[src/rtl/mem_arbiter_if.sv]
// mem_arbiter_if - every non-clock signal of mem_arbiter in one bundle.
//   Fetch port : if_valid/if_addr in, if_ready/if_rvalid/if_rdata out.
//   Data port  : d_valid/d_we/d_addr/d_wdata/d_wstrb in,
//                d_ready/d_rvalid/d_rdata out.
//   Memory port: mem_valid/mem_we/mem_addr/mem_wdata/mem_wstrb out,
//                mem_ready/mem_rvalid/mem_rdata in.
//   owner      : 0 = fetch, 1 = data; owner of current/last transaction.
// Modports: slave = arbiter view, master = environment (requesters + memory).
interface mem_arbiter_if #(
    parameter int ADDR_W = 32,
    parameter int DATA_W = 32
);
    localparam int STRB_W = DATA_W / 8;

    logic              if_valid;
    logic [ADDR_W-1:0] if_addr;
    logic              if_ready;
    logic              if_rvalid;
    logic [DATA_W-1:0] if_rdata;

    logic              d_valid;
    logic              d_we;
    logic [ADDR_W-1:0] d_addr;
    logic [DATA_W-1:0] d_wdata;
    logic [STRB_W-1:0] d_wstrb;
    logic              d_ready;
    logic              d_rvalid;
    logic [DATA_W-1:0] d_rdata;

    logic              mem_valid;
    logic              mem_we;
    logic [ADDR_W-1:0] mem_addr;
    logic [DATA_W-1:0] mem_wdata;
    logic [STRB_W-1:0] mem_wstrb;
    logic              mem_ready;
    logic              mem_rvalid;
    logic [DATA_W-1:0] mem_rdata;

    logic              owner;

    modport slave (
        input  if_valid, if_addr,
        output if_ready, if_rvalid, if_rdata,
        input  d_valid, d_we, d_addr, d_wdata, d_wstrb,
        output d_ready, d_rvalid, d_rdata,
        output mem_valid, mem_we, mem_addr, mem_wdata, mem_wstrb,
        input  mem_ready, mem_rvalid, mem_rdata,
        output owner
    );

    modport master (
        output if_valid, if_addr,
        input  if_ready, if_rvalid, if_rdata,
        output d_valid, d_we, d_addr, d_wdata, d_wstrb,
        input  d_ready, d_rvalid, d_rdata,
        input  mem_valid, mem_we, mem_addr, mem_wdata, mem_wstrb,
        output mem_ready, mem_rvalid, mem_rdata,
        input  owner
    );
endinterface

[src/rtl/mem_arbiter.sv]
// mem_arbiter - shares one memory port between instruction fetch and the
// load/store unit. One transaction outstanding at a time; round-robin on ties.
// Ports:
//   clk      core clock, rising edge
//   reset_n  asynchronous active-low reset
//   bus      mem_arbiter_if.slave (fetch, data and memory ports, owner)
module mem_arbiter #(
    parameter int ADDR_W = 32,
    parameter int DATA_W = 32
) (
    input  logic            clk,
    input  logic            reset_n,
    mem_arbiter_if.slave    bus
);
    localparam int STRB_W = DATA_W / 8;

    localparam logic [1:0] IDLE = 2'd0;
    localparam logic [1:0] REQ  = 2'd1;
    localparam logic [1:0] WAIT = 2'd2;

    typedef struct packed {
        logic              we;
        logic [ADDR_W-1:0] addr;
        logic [DATA_W-1:0] wdata;
        logic [STRB_W-1:0] wstrb;
    } req_t;

    logic [1:0]        state;
    // Winner of the most recent accept. It is both the round-robin history
    // and the owner output, so one register serves both.
    logic              last_grant;
    logic              grant_d;
    logic              grant_if;
    req_t              win;
    req_t              req;
    logic              mem_valid_q;
    logic              if_rvalid_q;
    logic              d_rvalid_q;
    logic [DATA_W-1:0] if_rdata_q;
    logic [DATA_W-1:0] d_rdata_q;
    logic              done;

    // Arbitration happens only in IDLE; on a tie the side not granted last wins.
    always_comb begin
        grant_d  = 1'b0;
        grant_if = 1'b0;
        if (state == IDLE) begin
            grant_d  = bus.d_valid && (!bus.if_valid || !last_grant);
            grant_if = bus.if_valid && !grant_d;
        end
    end

    // Fields of the winner; a fetch is always a plain read with no strobes.
    always_comb begin
        win = '0;
        if (grant_d) begin
            win.we    = bus.d_we;
            win.addr  = bus.d_addr;
            win.wdata = bus.d_wdata;
            win.wstrb = bus.d_wstrb;
        end else begin
            win.addr  = bus.if_addr;
        end
    end

    // Completion: either rvalid arrives with the accepting mem_ready, or later
    // in WAIT. rvalid anywhere else belongs to nobody and is dropped.
    assign done = ((state == REQ) && bus.mem_ready && bus.mem_rvalid) ||
                  ((state == WAIT) && bus.mem_rvalid);

    always_ff @(posedge clk or negedge reset_n) begin
        if (!reset_n) begin
            state       <= IDLE;
            last_grant  <= 1'b0;
            req         <= '0;
            mem_valid_q <= 1'b0;
            if_rvalid_q <= 1'b0;
            d_rvalid_q  <= 1'b0;
            if_rdata_q  <= '0;
            d_rdata_q   <= '0;
        end else begin
            if_rvalid_q <= done && !last_grant;
            d_rvalid_q  <= done && last_grant;
            if (done) begin
                if (last_grant) d_rdata_q  <= bus.mem_rdata;
                else            if_rdata_q <= bus.mem_rdata;
            end

            case (state)
                IDLE: begin
                    if (grant_d || grant_if) begin
                        req         <= win;
                        last_grant  <= grant_d;
                        mem_valid_q <= 1'b1;
                        state       <= REQ;
                    end
                end
                REQ: begin
                    if (bus.mem_ready) begin
                        mem_valid_q <= 1'b0;
                        state       <= bus.mem_rvalid ? IDLE : WAIT;
                    end
                end
                WAIT: begin
                    if (bus.mem_rvalid) state <= IDLE;
                end
                default: state <= IDLE;
            endcase
        end
    end

    assign bus.if_ready  = grant_if;
    assign bus.d_ready   = grant_d;
    assign bus.if_rvalid = if_rvalid_q;
    assign bus.d_rvalid  = d_rvalid_q;
    assign bus.if_rdata  = if_rdata_q;
    assign bus.d_rdata   = d_rdata_q;
    assign bus.mem_valid = mem_valid_q;
    assign bus.mem_we    = req.we;
    assign bus.mem_addr  = req.addr;
    assign bus.mem_wdata = req.wdata;
    assign bus.mem_wstrb = req.wstrb;
    assign bus.owner     = last_grant;
endmodule

[src/flat_wrapper.sv]
// flat-port wrapper written by rule: the top's interface ports become plain ports
module mem_arbiter_flat 
#(
    parameter int ADDR_W = 32,
    parameter int DATA_W = 32
)
  (clk, reset_n, bus_if_valid, bus_if_addr, bus_if_ready, bus_if_rvalid, bus_if_rdata, bus_d_valid, bus_d_we, bus_d_addr, bus_d_wdata, bus_d_wstrb, bus_d_ready, bus_d_rvalid, bus_d_rdata, bus_mem_valid, bus_mem_we, bus_mem_addr, bus_mem_wdata, bus_mem_wstrb, bus_mem_ready, bus_mem_rvalid, bus_mem_rdata, bus_owner);
  mem_arbiter_if #(.ADDR_W(ADDR_W), .DATA_W(DATA_W)) bus_i ();
  input  logic clk;
  input  logic reset_n;
  input wire logic [$bits(bus_i.if_valid)-1:0] bus_if_valid;
  input wire logic [$bits(bus_i.if_addr)-1:0] bus_if_addr;
  output wire logic [$bits(bus_i.if_ready)-1:0] bus_if_ready;
  output wire logic [$bits(bus_i.if_rvalid)-1:0] bus_if_rvalid;
  output wire logic [$bits(bus_i.if_rdata)-1:0] bus_if_rdata;
  input wire logic [$bits(bus_i.d_valid)-1:0] bus_d_valid;
  input wire logic [$bits(bus_i.d_we)-1:0] bus_d_we;
  input wire logic [$bits(bus_i.d_addr)-1:0] bus_d_addr;
  input wire logic [$bits(bus_i.d_wdata)-1:0] bus_d_wdata;
  input wire logic [$bits(bus_i.d_wstrb)-1:0] bus_d_wstrb;
  output wire logic [$bits(bus_i.d_ready)-1:0] bus_d_ready;
  output wire logic [$bits(bus_i.d_rvalid)-1:0] bus_d_rvalid;
  output wire logic [$bits(bus_i.d_rdata)-1:0] bus_d_rdata;
  output wire logic [$bits(bus_i.mem_valid)-1:0] bus_mem_valid;
  output wire logic [$bits(bus_i.mem_we)-1:0] bus_mem_we;
  output wire logic [$bits(bus_i.mem_addr)-1:0] bus_mem_addr;
  output wire logic [$bits(bus_i.mem_wdata)-1:0] bus_mem_wdata;
  output wire logic [$bits(bus_i.mem_wstrb)-1:0] bus_mem_wstrb;
  input wire logic [$bits(bus_i.mem_ready)-1:0] bus_mem_ready;
  input wire logic [$bits(bus_i.mem_rvalid)-1:0] bus_mem_rvalid;
  input wire logic [$bits(bus_i.mem_rdata)-1:0] bus_mem_rdata;
  output wire logic [$bits(bus_i.owner)-1:0] bus_owner;
  assign bus_i.if_valid = bus_if_valid;
  assign bus_i.if_addr = bus_if_addr;
  assign bus_if_ready = bus_i.if_ready;
  assign bus_if_rvalid = bus_i.if_rvalid;
  assign bus_if_rdata = bus_i.if_rdata;
  assign bus_i.d_valid = bus_d_valid;
  assign bus_i.d_we = bus_d_we;
  assign bus_i.d_addr = bus_d_addr;
  assign bus_i.d_wdata = bus_d_wdata;
  assign bus_i.d_wstrb = bus_d_wstrb;
  assign bus_d_ready = bus_i.d_ready;
  assign bus_d_rvalid = bus_i.d_rvalid;
  assign bus_d_rdata = bus_i.d_rdata;
  assign bus_mem_valid = bus_i.mem_valid;
  assign bus_mem_we = bus_i.mem_we;
  assign bus_mem_addr = bus_i.mem_addr;
  assign bus_mem_wdata = bus_i.mem_wdata;
  assign bus_mem_wstrb = bus_i.mem_wstrb;
  assign bus_i.mem_ready = bus_mem_ready;
  assign bus_i.mem_rvalid = bus_mem_rvalid;
  assign bus_i.mem_rdata = bus_mem_rdata;
  assign bus_owner = bus_i.owner;
  mem_arbiter #(.ADDR_W(ADDR_W), .DATA_W(DATA_W)) u_core (.clk(clk), .reset_n(reset_n), .bus(bus_i));
endmodule
[config.mk]
export PLATFORM = sky130hd
export DESIGN_NAME = mem_arbiter_flat
export DESIGN_NICKNAME = d
export VERILOG_FILES = /design/src/rtl/mem_arbiter_if.sv /design/src/rtl/mem_arbiter.sv /design/src/flat_wrapper.sv
export SDC_FILE = /design/constraint.sdc
export NUM_CORES = 1
export LEC_CHECK = 0
export ABC_AREA = 1
export ABC_CLOCK_PERIOD_IN_PS = 3700
export CORE_MARGIN = 4
export CORE_UTILIZATION = 44
export DETAILED_ROUTE_END_ITERATION = 10
export PLACE_DENSITY = 0.92
export SYNTH_ARGS = -nofsm -noshare
export SYNTH_HDL_FRONTEND = slang
export SYNTH_SLANG_ARGS = --single-unit
[constraint.sdc]
create_clock -name clk -period 3.7 [get_ports clk]
set_clock_uncertainty 0.05 [all_clocks]
set_input_delay 0.555 -clock clk [delete_from_list [all_inputs] [get_ports clk]]
set_output_delay 0.555 -clock clk [all_outputs]
set_load 0.005 [all_outputs]
==> summary.txt <==
Outcome = finished, final reports clean
Worst-path cell chain = clkdlybuf4s50_1, buf_4, nand2_2, a21oi_1, clkdlybuf4s50_1
Syn nets = 792
Worst Max-Slew Pin Slew = 1.07 ns
# diodes = 0
Initial DRC Count = 591
Area leader, netlist = dfrtp_1
Commonest non-fill, non-tap cell in the layout = nand2_1
Setup bufs post-CTS = 0
Crit share post-route = 74.8%
Post-Syn Instances = 653
Core area = 12800 um^2
Worst r2r src = u_core.bus.owner$_DFFE_PN0P_
Detail Route Antenna Nets = 0
CP Depth = 5
Chip Height = 123 um
FF+latch count, synth = 139
Final min period = 2.77 ns
First-pass GRT wire length = 30.1 mm
Post-DR wirelength/cell = 18.0 um
Largest cells by area after synthesis = dfrtp_1 60%, nand2_1 18%, nand4_1 10%
Initial antenna violation count = 0
Layout fillers = 854
Worst EP required = 3.09 ns
Grt ovf = 0
Drt drc = 0
GP Congestion = 0.838
Drt total wl = 19.7 mm
Most used cell, CP = clkdlybuf4s50_1
R2R setup slack = 1.60 ns
Final TNS setup = 0 ns
Worst Path Buf+Inv = 3
Vias per inst = 5.39
F_max = 0.361 GHz
Pre-antenna DRT Iters = 7
Most frequent cells in the layout = 278 x nand2_1, 275 x clkdlybuf4s50_1, 139 x dfrtp_1
Crit Path Category = input pin to output pin
Final hold violation count = 0
Die ar. = 15100 um^2
Cts bufs inserted = 17
Layout area overhead = 60.5%
R2r worst-path depth = 7
CP Launch Point = bus_if_valid
Leakage = 4.41 nW
Clock latency on the worst-skew pair = 0.41 ns
Max IR drop VDD = 512 uV
# rows = 41
Routed via count = 5885
Vias in the first global route = 5882
Top Ports = 278
Port Buf Inserts = 277
Setup Viol. Count Final = 0
PD cells = 818 nW/um^2
Post-cts sizing count = 0
Initial Util = 45.5%
H-tree depth = 4
Clock tree buffer depth = 2
Total clock sinks = 139
Area post-placement = 8650 um^2
Die span in x = 123 um
Syn Area/Cell = 8.90 um^2
Clock Pin Slew Worst Setup and Hold Paths = 0.05 ns
Sequential element share of the synthesized area = 59.8%
Family with the most delay on the worst path = buffers and inverters
Layout Nets = 1046
Largest net degree at the start of global routing = 88
Share of layout cells above drive strength 1 = 5.65%
CP Max Fanout = 34
Final instance area = 9330 um^2
Synth warn = 0
Slew HR = 28.6%
Unrepaired setup endpoints after global routing = no
Dpl hpwl = 13.5 mm
Hold Crit Class = input pin to async pin
Endpoint type of the worst setup path = output pin
Arr. time, crit path = 2.16 ns
MaxCap Viol Count = 0
Type of origin of the critical path = input pin
Unique masters post-synth = 17
CP max stage cell = clkdlybuf4s50_1
Root Driver = clkbuf_16
Final number of max-transition violations = 0
Cell Area, Synth = 5810 um^2
Gr usage total = 25.9%
CP peak stage delay = 0.52 ns
Yosys top cell area share = 59.8%
CTS tree = done
# hold bufs at CTS = 0
worst paths after layout:
check                                                  endpoint
hold / removal                u_core.bus.d_rdata[0]$_DFFE_PN0P_
setup reg to reg           u_core.bus.mem_wdata[19]$_DFFE_PN0P_
max in group asynchronous      u_core.bus.mem_valid$_DFFE_PN0P_
setup / recovery                                   bus_if_ready
hold reg to reg              u_core.bus.if_rdata[7]$_DFFE_PN0P_
min in group clk             u_core.bus.if_rdata[7]$_DFFE_PN0P_
layer usage:
| layer | up-vias | share of wire (%) | GRT usage, % |
|---|---|---|---|
| met3 | 41 | 9.3 | 8.01 |
| li1 | 2703 | - | - |
| met1 | 2848 | 35 | 28.9 |
| met2 | 293 | 53 | 46.1 |
| met4 | 0 | 3.1 | 10.1 |
| met5 | - | 0 | 0 |
sequential cells by signal (all words and copies together), names as in the netlist:
register and cells:
u_core.bus.mem_wdata 32, u_core.bus.if_rvalid 1, u_core.bus.if_rdata 32, u_core.bus.mem_we 1, u_core.bus.mem_wstrb 4, u_core.bus.d_rdata 32, u_core.bus.mem_valid 1, u_core.bus.owner 1
u_core.bus.d_rvalid 1, u_core.bus.mem_addr 32, u_core.state 2
cell families after synthesis:
| kind of cell | share of synthesized area (%) |
|---|---|
| flip-flops | 59.8 |
| AO/OA/AOI/OAI | 0.473 |
| buffers and inverters | 4.91 |
| AND/OR/NAND/NOR | 34.8 |
final cells by class:
type                            count  area [um^2]  area share [%]
Clock inverter                     10          184            1.97
Tap cell                          172          215            2.31
Sequential cell                   139         3480            37.3
Multi-Input combinational cell    451         2050            22.0
Timing Repair Buffer              289         2870            30.8
Inverter                            9         33.8           0.362
Clock buffer                       22          494            5.30
cells in the mapped netlist:
cell	n
buf_1	9
a21oi_1	3
nand2_1	279
o31ai_1	1
buf_2	27
nand2_2	1
nor2_4	1
clkinv_1	1
nand3_1	68
inv_2	2
o21ai_0	1
nand3_4	1
inv_1	6
nand4_1	96
buf_6	2
clkbuf_1	16
dfrtp_1	139
stage by stage:
step	power [W]	hold slack (ns)	utilization (%)	setup WS [ns]	std cells
after floorplan	0.00378	0.209	-	1.88	653
after global placement	0.00559	0.403	67.7	0.994	1060
after detailed placement	0.00571	0.408	67.7	0.985	1060
after CTS	0.00768	0.187	73.0	0.967	1092
after global routing	0.00807	0.224	73.0	0.887	1092
final	0.00763	0.145	73.0	0.932	1092
where the power goes:
part / internal, W / switching, W / leakage (nW)
logic: 0.00164 / 0.00146 / 2.31
clock network: 0.00129 / 0.000634 / 0.329
registers: 0.00220 / 0.000413 / 1.76
(Power assumes the default switching activity.)
